<file path="src/rtl/acp_write_packer_pkg.sv">
// Shared parameters and helpers for the ACP write packer and its output buffer.
package acp_write_packer_pkg;
  localparam int ACP_WIDTH     = 64;
  localparam int WORD_WIDTH    = 32;
  localparam int BATCH_WORDS   = 512;
  localparam int OUT_DEPTH     = 16;
  localparam int CNT_W         = 5;
  localparam int LANES         = ACP_WIDTH / WORD_WIDTH;
  localparam int FIFO_DEPTH    = 512;
  localparam int AXI_BURST_LEN = 16;

  // Counter/pointer width that stays legal when the range collapses to one value.
  function automatic int cnt_width(input int n);
    return (n > 1) ? $clog2(n) : 1;
  endfunction
endpackage

</file>
<file path="src/rtl/acp_write_packer_if.sv">
// Result-word input, flush and packed-beat output signals of the ACP write packer.
interface acp_write_packer_if #(
  parameter int ACP_WIDTH  = acp_write_packer_pkg::ACP_WIDTH,
  parameter int WORD_WIDTH = acp_write_packer_pkg::WORD_WIDTH,
  parameter int CNT_W      = acp_write_packer_pkg::CNT_W
);
  logic [WORD_WIDTH-1:0] in_data;
  logic                  in_empty_n;
  logic                  in_deq;
  logic                  flush;
  logic [ACP_WIDTH-1:0]  out_data;
  logic                  out_valid;
  logic [CNT_W-1:0]      out_count;
  logic                  out_deq;
  logic                  batch_done;

  modport master (
    output in_data, in_empty_n, flush, out_deq,
    input  in_deq, out_data, out_valid, out_count, batch_done
  );

  modport slave (
    input  in_data, in_empty_n, flush, out_deq,
    output in_deq, out_data, out_valid, out_count, batch_done
  );
endinterface

</file>
<file path="src/rtl/acp_write_packer_reg_fifo.sv">
// Register FIFO with occupancy count, registered FWFT head and same-cycle push/pop.
module acp_write_packer_reg_fifo
  import acp_write_packer_pkg::*;
#(
  parameter int WIDTH = 64,
  parameter int DEPTH = 16,
  parameter int CNT_W = 5
) (
  input  logic             CLK,
  input  logic             RST_N,
  input  logic             push,
  input  logic [WIDTH-1:0] push_data,
  input  logic             pop,
  output logic [WIDTH-1:0] head,
  output logic             valid,
  output logic [CNT_W-1:0] count
);
  localparam int PTR_W = cnt_width(DEPTH);

  logic [WIDTH-1:0] mem_q [DEPTH];
  logic [WIDTH-1:0] mem_d [DEPTH];
  logic [PTR_W-1:0] wr_ptr_q, wr_ptr_d, rd_ptr_q, rd_ptr_d;
  logic [CNT_W-1:0] count_q, count_d;
  logic             do_push, do_pop;

  function automatic logic [PTR_W-1:0] ptr_inc(input logic [PTR_W-1:0] p);
    return (p == PTR_W'(DEPTH - 1)) ? '0 : p + 1'b1;
  endfunction

  // A pop frees the slot the push needs, so push at full is legal alongside a pop.
  assign do_pop  = pop & (count_q != '0);
  assign do_push = push & ((count_q != CNT_W'(DEPTH)) | do_pop);

  always_comb begin
    mem_d    = mem_q;
    wr_ptr_d = wr_ptr_q;
    rd_ptr_d = rd_ptr_q;
    count_d  = count_q;
    if (do_push) begin
      mem_d[wr_ptr_q] = push_data;
      wr_ptr_d        = ptr_inc(wr_ptr_q);
    end
    if (do_pop) rd_ptr_d = ptr_inc(rd_ptr_q);
    if (do_push && !do_pop)      count_d = count_q + 1'b1;
    else if (!do_push && do_pop) count_d = count_q - 1'b1;
  end

  always_ff @(posedge CLK or negedge RST_N) begin
    if (!RST_N) begin
      for (int i = 0; i < DEPTH; i++) mem_q[i] <= '0;
      wr_ptr_q <= '0;
      rd_ptr_q <= '0;
      count_q  <= '0;
    end else begin
      mem_q    <= mem_d;
      wr_ptr_q <= wr_ptr_d;
      rd_ptr_q <= rd_ptr_d;
      count_q  <= count_d;
    end
  end

  assign valid = (count_q != '0);
  assign count = count_q;
  assign head  = valid ? mem_q[rd_ptr_q] : '0;
endmodule

</file>
<file path="src/rtl/acp_write_packer.sv">
// Packs result words LSB-first into ACP beats, pads partial beats at batch end or flush,
// and queues finished beats in a register FIFO for the ACP write FSM.
module acp_write_packer
#(
  parameter int ACP_WIDTH   = acp_write_packer_pkg::ACP_WIDTH,
  parameter int WORD_WIDTH  = acp_write_packer_pkg::WORD_WIDTH,
  parameter int BATCH_WORDS = acp_write_packer_pkg::BATCH_WORDS,
  parameter int OUT_DEPTH   = acp_write_packer_pkg::OUT_DEPTH,
  parameter int CNT_W       = acp_write_packer_pkg::CNT_W
) (
  input  logic               CLK,
  input  logic               RST_N,
  acp_write_packer_if.slave  bus
);
  import acp_write_packer_pkg::*;

  localparam int LANES  = ACP_WIDTH / WORD_WIDTH;
  localparam int LANE_W = $clog2(LANES + 1);
  localparam int WORD_W = cnt_width(BATCH_WORDS);

  logic [ACP_WIDTH-1:0] pack_reg_q, pack_reg_d;
  logic [LANE_W-1:0]    lane_cnt_q, lane_cnt_d;
  logic [WORD_W-1:0]    word_cnt_q, word_cnt_d;
  logic                 pack_full_q, pack_full_d;
  logic                 last_q, last_d;
  logic                 accept, push, buf_full, last_word;

  assign buf_full  = (bus.out_count == CNT_W'(OUT_DEPTH));
  assign accept    = bus.in_empty_n & ~pack_full_q & RST_N;
  assign push      = pack_full_q & (~buf_full | bus.out_deq);
  assign last_word = (word_cnt_q == WORD_W'(BATCH_WORDS - 1));

  assign bus.in_deq     = accept;
  assign bus.batch_done = push & last_q;

  always_comb begin
    pack_reg_d  = pack_reg_q;
    lane_cnt_d  = lane_cnt_q;
    word_cnt_d  = word_cnt_q;
    pack_full_d = pack_full_q;
    last_d      = last_q;
    if (push) begin
      pack_reg_d  = '0;
      lane_cnt_d  = '0;
      pack_full_d = 1'b0;
      last_d      = 1'b0;
    end else begin
      if (accept) begin
        for (int k = 0; k < LANES; k++)
          if (lane_cnt_q == LANE_W'(k)) pack_reg_d[k*WORD_WIDTH +: WORD_WIDTH] = bus.in_data;
        lane_cnt_d = lane_cnt_q + 1'b1;
        word_cnt_d = last_word ? '0 : word_cnt_q + 1'b1;
        if (last_word || (lane_cnt_q == LANE_W'(LANES - 1))) pack_full_d = 1'b1;
        last_d = last_word;
      end
      // A word accepted alongside flush joins the beat before it closes.
      if (bus.flush && (lane_cnt_d != '0)) pack_full_d = 1'b1;
    end
  end

  always_ff @(posedge CLK or negedge RST_N) begin
    if (!RST_N) begin
      pack_reg_q  <= '0;
      lane_cnt_q  <= '0;
      word_cnt_q  <= '0;
      pack_full_q <= 1'b0;
      last_q      <= 1'b0;
    end else begin
      pack_reg_q  <= pack_reg_d;
      lane_cnt_q  <= lane_cnt_d;
      word_cnt_q  <= word_cnt_d;
      pack_full_q <= pack_full_d;
      last_q      <= last_d;
    end
  end

  acp_write_packer_reg_fifo #(
    .WIDTH (ACP_WIDTH),
    .DEPTH (OUT_DEPTH),
    .CNT_W (CNT_W)
  ) u_out_buf (
    .CLK       (CLK),
    .RST_N     (RST_N),
    .push      (push),
    .push_data (pack_reg_q),
    .pop       (bus.out_deq),
    .head      (bus.out_data),
    .valid     (bus.out_valid),
    .count     (bus.out_count)
  );
endmodule

</file>
<file path="src/flat_wrapper.sv">
// flat-port wrapper written by rule: the top's interface ports become plain ports
module acp_write_packer_flat import acp_write_packer_pkg::*;
#(
  parameter int ACP_WIDTH   = acp_write_packer_pkg::ACP_WIDTH,
  parameter int WORD_WIDTH  = acp_write_packer_pkg::WORD_WIDTH,
  parameter int BATCH_WORDS = acp_write_packer_pkg::BATCH_WORDS,
  parameter int OUT_DEPTH   = acp_write_packer_pkg::OUT_DEPTH,
  parameter int CNT_W       = acp_write_packer_pkg::CNT_W
)
  (CLK, RST_N, bus_in_data, bus_in_empty_n, bus_flush, bus_out_deq, bus_in_deq, bus_out_data, bus_out_valid, bus_out_count, bus_batch_done);
  acp_write_packer_if #(.ACP_WIDTH(ACP_WIDTH), .WORD_WIDTH(WORD_WIDTH), .CNT_W(CNT_W)) bus_i ();
  input  logic CLK;
  input  logic RST_N;
  input wire logic [$bits(bus_i.in_data)-1:0] bus_in_data;
  input wire logic [$bits(bus_i.in_empty_n)-1:0] bus_in_empty_n;
  input wire logic [$bits(bus_i.flush)-1:0] bus_flush;
  input wire logic [$bits(bus_i.out_deq)-1:0] bus_out_deq;
  output wire logic [$bits(bus_i.in_deq)-1:0] bus_in_deq;
  output wire logic [$bits(bus_i.out_data)-1:0] bus_out_data;
  output wire logic [$bits(bus_i.out_valid)-1:0] bus_out_valid;
  output wire logic [$bits(bus_i.out_count)-1:0] bus_out_count;
  output wire logic [$bits(bus_i.batch_done)-1:0] bus_batch_done;
  assign bus_i.in_data = bus_in_data;
  assign bus_i.in_empty_n = bus_in_empty_n;
  assign bus_i.flush = bus_flush;
  assign bus_i.out_deq = bus_out_deq;
  assign bus_in_deq = bus_i.in_deq;
  assign bus_out_data = bus_i.out_data;
  assign bus_out_valid = bus_i.out_valid;
  assign bus_out_count = bus_i.out_count;
  assign bus_batch_done = bus_i.batch_done;
  acp_write_packer #(.ACP_WIDTH(ACP_WIDTH), .WORD_WIDTH(WORD_WIDTH), .BATCH_WORDS(BATCH_WORDS), .OUT_DEPTH(OUT_DEPTH), .CNT_W(CNT_W)) u_core (.CLK(CLK), .RST_N(RST_N), .bus(bus_i));
endmodule
</file>
<file path="config.mk">
export PLATFORM = sky130hd
export DESIGN_NAME = acp_write_packer_flat
export DESIGN_NICKNAME = d
export VERILOG_FILES = /design/src/rtl/acp_write_packer_pkg.sv /design/src/rtl/acp_write_packer_if.sv /design/src/rtl/acp_write_packer_reg_fifo.sv /design/src/rtl/acp_write_packer.sv /design/src/flat_wrapper.sv
export SDC_FILE = /design/constraint.sdc
export NUM_CORES = 2
export LEC_CHECK = 0
export CORE_ASPECT_RATIO = 0.7
export CORE_MARGIN = 2
export CORE_UTILIZATION = 35
export CTS_CLUSTER_DIAMETER = 150
export DETAILED_ROUTE_END_ITERATION = 10
export DONT_BUFFER_PORTS = 1
export SLEW_MARGIN = 10
export SYNTH_ARGS = -nofsm -noshare
export SYNTH_HDL_FRONTEND = slang
export SYNTH_SLANG_ARGS = --single-unit
</file>
<file path="constraint.sdc">
create_clock -name CLK -period 7.3 [get_ports CLK]
set_input_delay 1.095 -clock CLK [delete_from_list [all_inputs] [get_ports CLK]]
set_output_delay 1.095 -clock CLK [all_outputs]
set_load 0.01 [all_outputs]
</file>
; Yosys cells after proc, flatten, opt, wreduce, memory -nomap -nowiden
; Index checks and enable logic that the tools add are counted.
[totals]
memories = 0
register_bits = 1114
elab_cells = 98
ram_bits = 0
rom_bits = 0
out_inout_bits = 72
latchBits = 0
[classes]
add_sub_neg = 6
n_div = 0
shift = 0
muxes = 25
n_bitwise = 13
n_lt_le_gt_ge = 3
mul = 0
n_reduce_logical = 20
eq_ne = 6
[ops]
columns = op, count
row1 = $bwmux W1024, 1
row2 = $mux W64, 6
row3 = $bmux W64 S4, 1
row4 = $demux W64 S4, 1
row5 = $mux W32, 2
row6 = $ge A5 B5 Y1 const B, 2
row7 = $mux W5, 2
row8 = $not A4 Y5, 2
row9 = $reduce_bool A2 Y1, 5
row10 = $add A9 B1 Y9 const B, 1
row11 = $eq A9 B9 Y1 const B, 1
row12 = $mux W9, 1
row13 = $add A4 B1 Y4 const B, 2
row14 = $eq A4 B4 Y1 const B, 2
row15 = $mux W4, 2
row16 = $reduce_and A2 Y1, 4
row17 = $and A1 B1 Y1, 6
row18 = $mux W1, 6
row19 = $mux W2, 3
row20 = $reduce_bool A3 Y1, 2
row21 = $add A5 B1 Y5 const B, 1
row22 = $eq A5 B5 Y1 const B, 1
row23 = $lt A5 B1 Y1 const B, 1
row24 = $ne A5 B5 Y1 const B, 1
row25 = other kinds (10), 17

; Logic depth before layout (Yosys ltp)
[logic_depth]
depth_word = 9
mapped_depth = 13
ltp_nobuf = 10

; Cells and area by module
; A second synthesis with hierarchy kept.
[hier_totals]
hier_cells = 3355
hier_area_um2 = 50877.5
[modules_own_cells]
columns = module, cells_each, area_per_inst_um2, n_inst
row1 = acp_write_packer_reg_fifo, 2997, 47564.4, 1
row2 = acp_write_packer, 358, 3313.2, 1

; Worst setup path before layout
; OpenSTA, ideal clock, no wires.
[synth_path]
kind = input -> register
from = input bus_out_deq
to = register u_core.u_out_buf.count_q[4] (netlist: u_core.u_out_buf.count[4])
n_path_buf = 3
t_required_ps = 7153
arrival_ps = 3367
path_stages = 13
setup_ps = 147
setup_slack_ps = 3786
path_cell_list = nor2b_1 -> a21o_1 -> buf_2 -> inv_2 -> buf_4 -> clkbuf_1 -> ha_1 -> inv_1 -> ha_1 -> nor2b_1 -> o21a_1 -> o2111ai_1 -> o311ai_0
[synth_via]
elab_chain_len = 6
[synth_rtl]
columns = item, line
row1 = from (decl), flat_wrapper.sv:17  ; input wire logic [$bits(bus_i.out_deq)-1:0] bus_out_deq;
row2 = $or A1 B1 Y1 or $and A1 B1 Y1 (tied branches), "acp_write_packer.sv:30, acp_write_packer_reg_fifo.sv:31"
row3 = $and A1 B1 Y1 or $or A1 B1 Y1 (tied branches), "acp_write_packer.sv:30, acp_write_packer_reg_fifo.sv:32"
row4 = $and A1 B1 Y1 (*), acp_write_packer_reg_fifo.sv:32  ; assign do_push = push & ((count_q != CNT_W'(DEPTH)) | do_pop);
row5 = named net u_core.u_out_buf.do_push, acp_write_packer_reg_fifo.sv:24  ; logic do_push, do_pop;
row6 = $logic_not A1 Y1, acp_write_packer_reg_fifo.sv:45  ; else if (!do_push && do_pop) count_d = count_q - 1'b1;
row7 = $logic_and A1 B1 Y1, acp_write_packer_reg_fifo.sv:45
row8 = $reduce_bool A2 Y1 (no line), --
row9 = to (signal assigned), acp_write_packer_reg_fifo.sv:58  ; count_q <= count_d;
row10 = to (decl), acp_write_packer_reg_fifo.sv:23  ; logic [CNT_W-1:0] count_q, count_d;
; The timed path passes the listed nets; every way through them passes the cells marked *.
; A chain may end at the register's enable or synchronous reset.

; Worst setup path after layout
[layout_path]
from = input RST_N
to = output bus_in_deq
[layout_via]
elab_chain_len = 1
[layout_rtl]
columns = item, line
row1 = from (decl), flat_wrapper.sv:13  ; input logic RST_N;
row2 = $and A1 B1 Y1, acp_write_packer.sv:29  ; assign accept = bus.in_empty_n & ~pack_full_q & RST_N;
row3 = to (decl), flat_wrapper.sv:18  ; output wire logic [$bits(bus_i.in_deq)-1:0] bus_in_deq;
; No other way between the ends.

==> reports/qor.txt <==
Clk sinks: 1114
Chip Width: 455 um
Post-CTS sizing: 0
Via/cell ratio: 5.44
Row cnt: 115
Synth top area cells: dfrtp_1 56%, mux2_2 23%, mux4_2 12%
Filler cell count: 12914
DP HPWL: 70800 um
Worst-path clk slew: 0.06 ns
Total global routing track utilization: 17.4%
# DRC: 0
Final net count: 3129
GPL Wtd Cong: 0.750
Cells after Synth: 3218
Register area share after synthesis: 56.0%
Tcrit/Tclk final: 78.6%
H-Tree Level Count: 3
Area grow syn2layout: 10.6%
Synth Cell Area: 49800 sq um
Main combinational cell family by area after synthesis: multiplexers
Routed Antenna Nets: 0
Initial Util: 35.4%
Primary flip-flop cell chosen by synthesis mapping: dfrtp_1
CTS tree: built
Worst r2r src: u_core.u_out_buf.count[1]
Asr flop ratio synth: 100%
Yosys top cell area share: 56.0%
Post-synth EDFFs: 0
Vias: 27431
Max Slew Vio Count: 0
WL final: 126000 um
Critical-path cell list: buf_16 -> buf_16 -> buf_16 -> buf_16 -> nand3b_1 -> inv_2
Worst vdd ir: 0.275 mV
1st-iter DRT viols: 1705
Mux share of post-synthesis cell area: 36.0%
Top Family by Delay on Critical Path: buffers and inverters
Simple-gate share of the synthesized area: 1.81%
Relative slew slack: 21.5%
Most frequent CP cell: buf_16
Synth Net Count: 3269
Synth Area in Compound Gates: 2.87%
Slowest stage cell, crit path: buf_16
Root Driver: clkbuf_16
Full die area: 145000 sq um
Synth Register Bits: 1114
Postcts setup bufs: 0
Reg2Reg Depth: 6
Post-route insts no fill: 5042
Actual transition at the worst max-transition pin: 1.18 ns
Xor/xnor cell area share of the yosys netlist: 0.105%
Initial antenna violation count: 12
CTS max path bufs: 3
Global-route wire length before repair: 192000 um
Post-route core utilization: 39.1%
Final Power: 0.0207 W
Max Freq: 0.174 GHz
Routed len/inst: 24.9 um
Area leader, netlist: dfrtp_1
FF-to-FF End: u_core.u_out_buf.mem_q[356]
Share of post-route cells with drive strength above 1: 47.6%
Leak Pwr: 25.9 nW
Yosys cell types: 48
Critical path class: in2out
Synthesized area per cell: 15.5 sq um
Setup TNS: 0 ns
Hold Path Class: in2async
CP Data Required Time: 6.20 ns
IO Pins: 109
Synth Area in Adders: 0.367%
Number of buffers and inverters on the critical path: 5
IO Port Bufs: 0
Cts bufs inserted: 101
YS warnings: 0
Clock skew: 0.0325 ns
Final min period: 5.74 ns
R2r setup slk: 2.71 ns
Total grt overflow: 0
Status: complete, no violations
Cts hold-fix bufs: 0
Core area: 141000 sq um
Inst Count DP: 4845
CP startpoint kind: primary input
Number of global-route vias before repair: 28471
Crit-path max cell delay: 0.72 ns
Max-cap violations: 0
Largest net degree at the start of global routing: 251
Worst-skew pair later-pin latency: 0.72 ns
Worst Setup End Kind: output pin
Drt first pass iters: 5
RSZ-0062 raised after global routing: false
# setup viols final: 0
Hold Fails Final Rpt: 0
Die Ht: 320 um
CP arrival: 4.64 ns
Critical path fanouts, max: 193
Pwr dens: 375 nW/um^2
## logic make-up after synthesis
family	count (synthesis)
compound gates	237
xor+xnor	6
fa+ha+maj	14
buf+inv	329
flops	1114
mux	1345
simple gates	173
## Yosys cell counts, types with 2 or more instances
cell	n
and4_1	4
mux2_2	1006
buf_2	104
nor2b_1	5
nand4_2	3
inv_1	42
xor2_1	2
buf_1	17
mux2i_1	64
nand2_1	93
o311ai_0	2
nand3_1	7
inv_2	2
nor2_1	5
clkbuf_1	146
ha_1	13
nand3b_1	2
nand4_1	33
buf_4	18
nand3_2	3
nor3b_1	2
dfrtp_1	1114
nand2b_1	4
a22oi_1	63
a21oi_1	37
a41oi_1	3
o21ai_0	111
and2_1	3
mux2_1	20
o31ai_1	4
o2111ai_1	3
xnor2_1	4
a21o_1	6
and3_1	4
o21a_1	2
mux4_2	255
## report_power, final
group,switching (W),internal [W]
clock,0.00247,0.00325
combinational,0.00285,0.00289
sequential,0.00145,0.00779
## per-layer routing
metal	global-route usage [%]	share of wire (%)
met2	25.8	44
met5	0	0.053
met4	4.67	2.0
met3	4.09	5.7
met1	25.6	48
## sequential cells by signal, indices dropped and copies added (netlist names)
register,cells
u_core.lane_cnt_q,2
u_core.pack_reg_q,64
u_core.u_out_buf.rd_ptr_q,4
u_core.u_out_buf.count,5
u_core.u_out_buf.mem_q,1024
u_core.word_cnt_q,9
u_core.u_out_buf.wr_ptr_q,4
u_core.pack_full_q,1
u_core.last_q,1
## cell usage in the layout, fill, tap and decap left out, drive strengths merged, types with 2 or more instances in the layout
cell type / Yosys / final
a2111oi: 2 / 2
a21o: 6 / 6
a21oi: 37 / 37
a22oi: 63 / 63
a41oi: 3 / 3
and2: 3 / 3
and3: 4 / 4
and4: 4 / 4
buf: 139 / 42
bufinv: 0 / 12
clkbuf: 146 / 141
clkinv: 0 / 20
clkinvlp: 0 / 4
dfrtp: 1114 / 1114
diode: 0 / 13
ha: 13 / 13
inv: 44 / 49
mux2: 1026 / 1026
mux2i: 64 / 64
mux4: 255 / 255
nand2: 93 / 93
nand2b: 4 / 4
nand3: 11 / 11
nand3b: 2 / 2
nand4: 36 / 36
nor2: 5 / 5
nor2b: 5 / 5
nor3b: 2 / 2
o2111ai: 3 / 3
o21a: 2 / 2
o21ai: 111 / 111
o311ai: 2 / 2
o31ai: 4 / 4
xnor2: 4 / 4
xor2: 2 / 2
## layout make-up
type                    count  area, sq um  share of cell area, %
inverters                  44          165                  0.300
flip-flops and latches   1114        27900                   50.6
well taps                1872         2340                   4.25
multi-input cells        1775        20600                   37.4
clock buffers             141         2940                   5.33
diodes                     13         32.5                 0.0590
clock inverters            41          597                   1.08
repair buffers             42          518                  0.940
## worst max path at each step
stage / from / slack (ns) / depth (start not counted) / endpoint
final: RST_N / 1.56 / 6 / bus_in_deq
after global placement: RST_N / 1.11 / 8 / u_core.pack_reg_q[10]
after floorplan: bus_out_deq / 3.79 / 13 / u_core.u_out_buf.count[4]
after global routing: RST_N / 1.05 / 6 / bus_in_deq
after CTS: RST_N / 1.10 / 5 / bus_in_deq
after detailed placement: RST_N / 1.03 / 8 / u_core.pack_reg_q[24]
## stage by stage
step | setup WS [ns] | hold WS [ns] | instance area, sq um
2_1_floorplan | 3.79 | 0.440 | 49800
3_3_place_gp | 1.11 | 0.462 | 51500
5_1_grt | 1.05 | 0.0434 | 55100
3_5_place_dp | 1.03 | 0.469 | 51500
4_1_cts | 1.10 | 0.0229 | 55000
6_report | 1.56 | 0.0860 | 55100
Power figures use the tool's default switching activity.
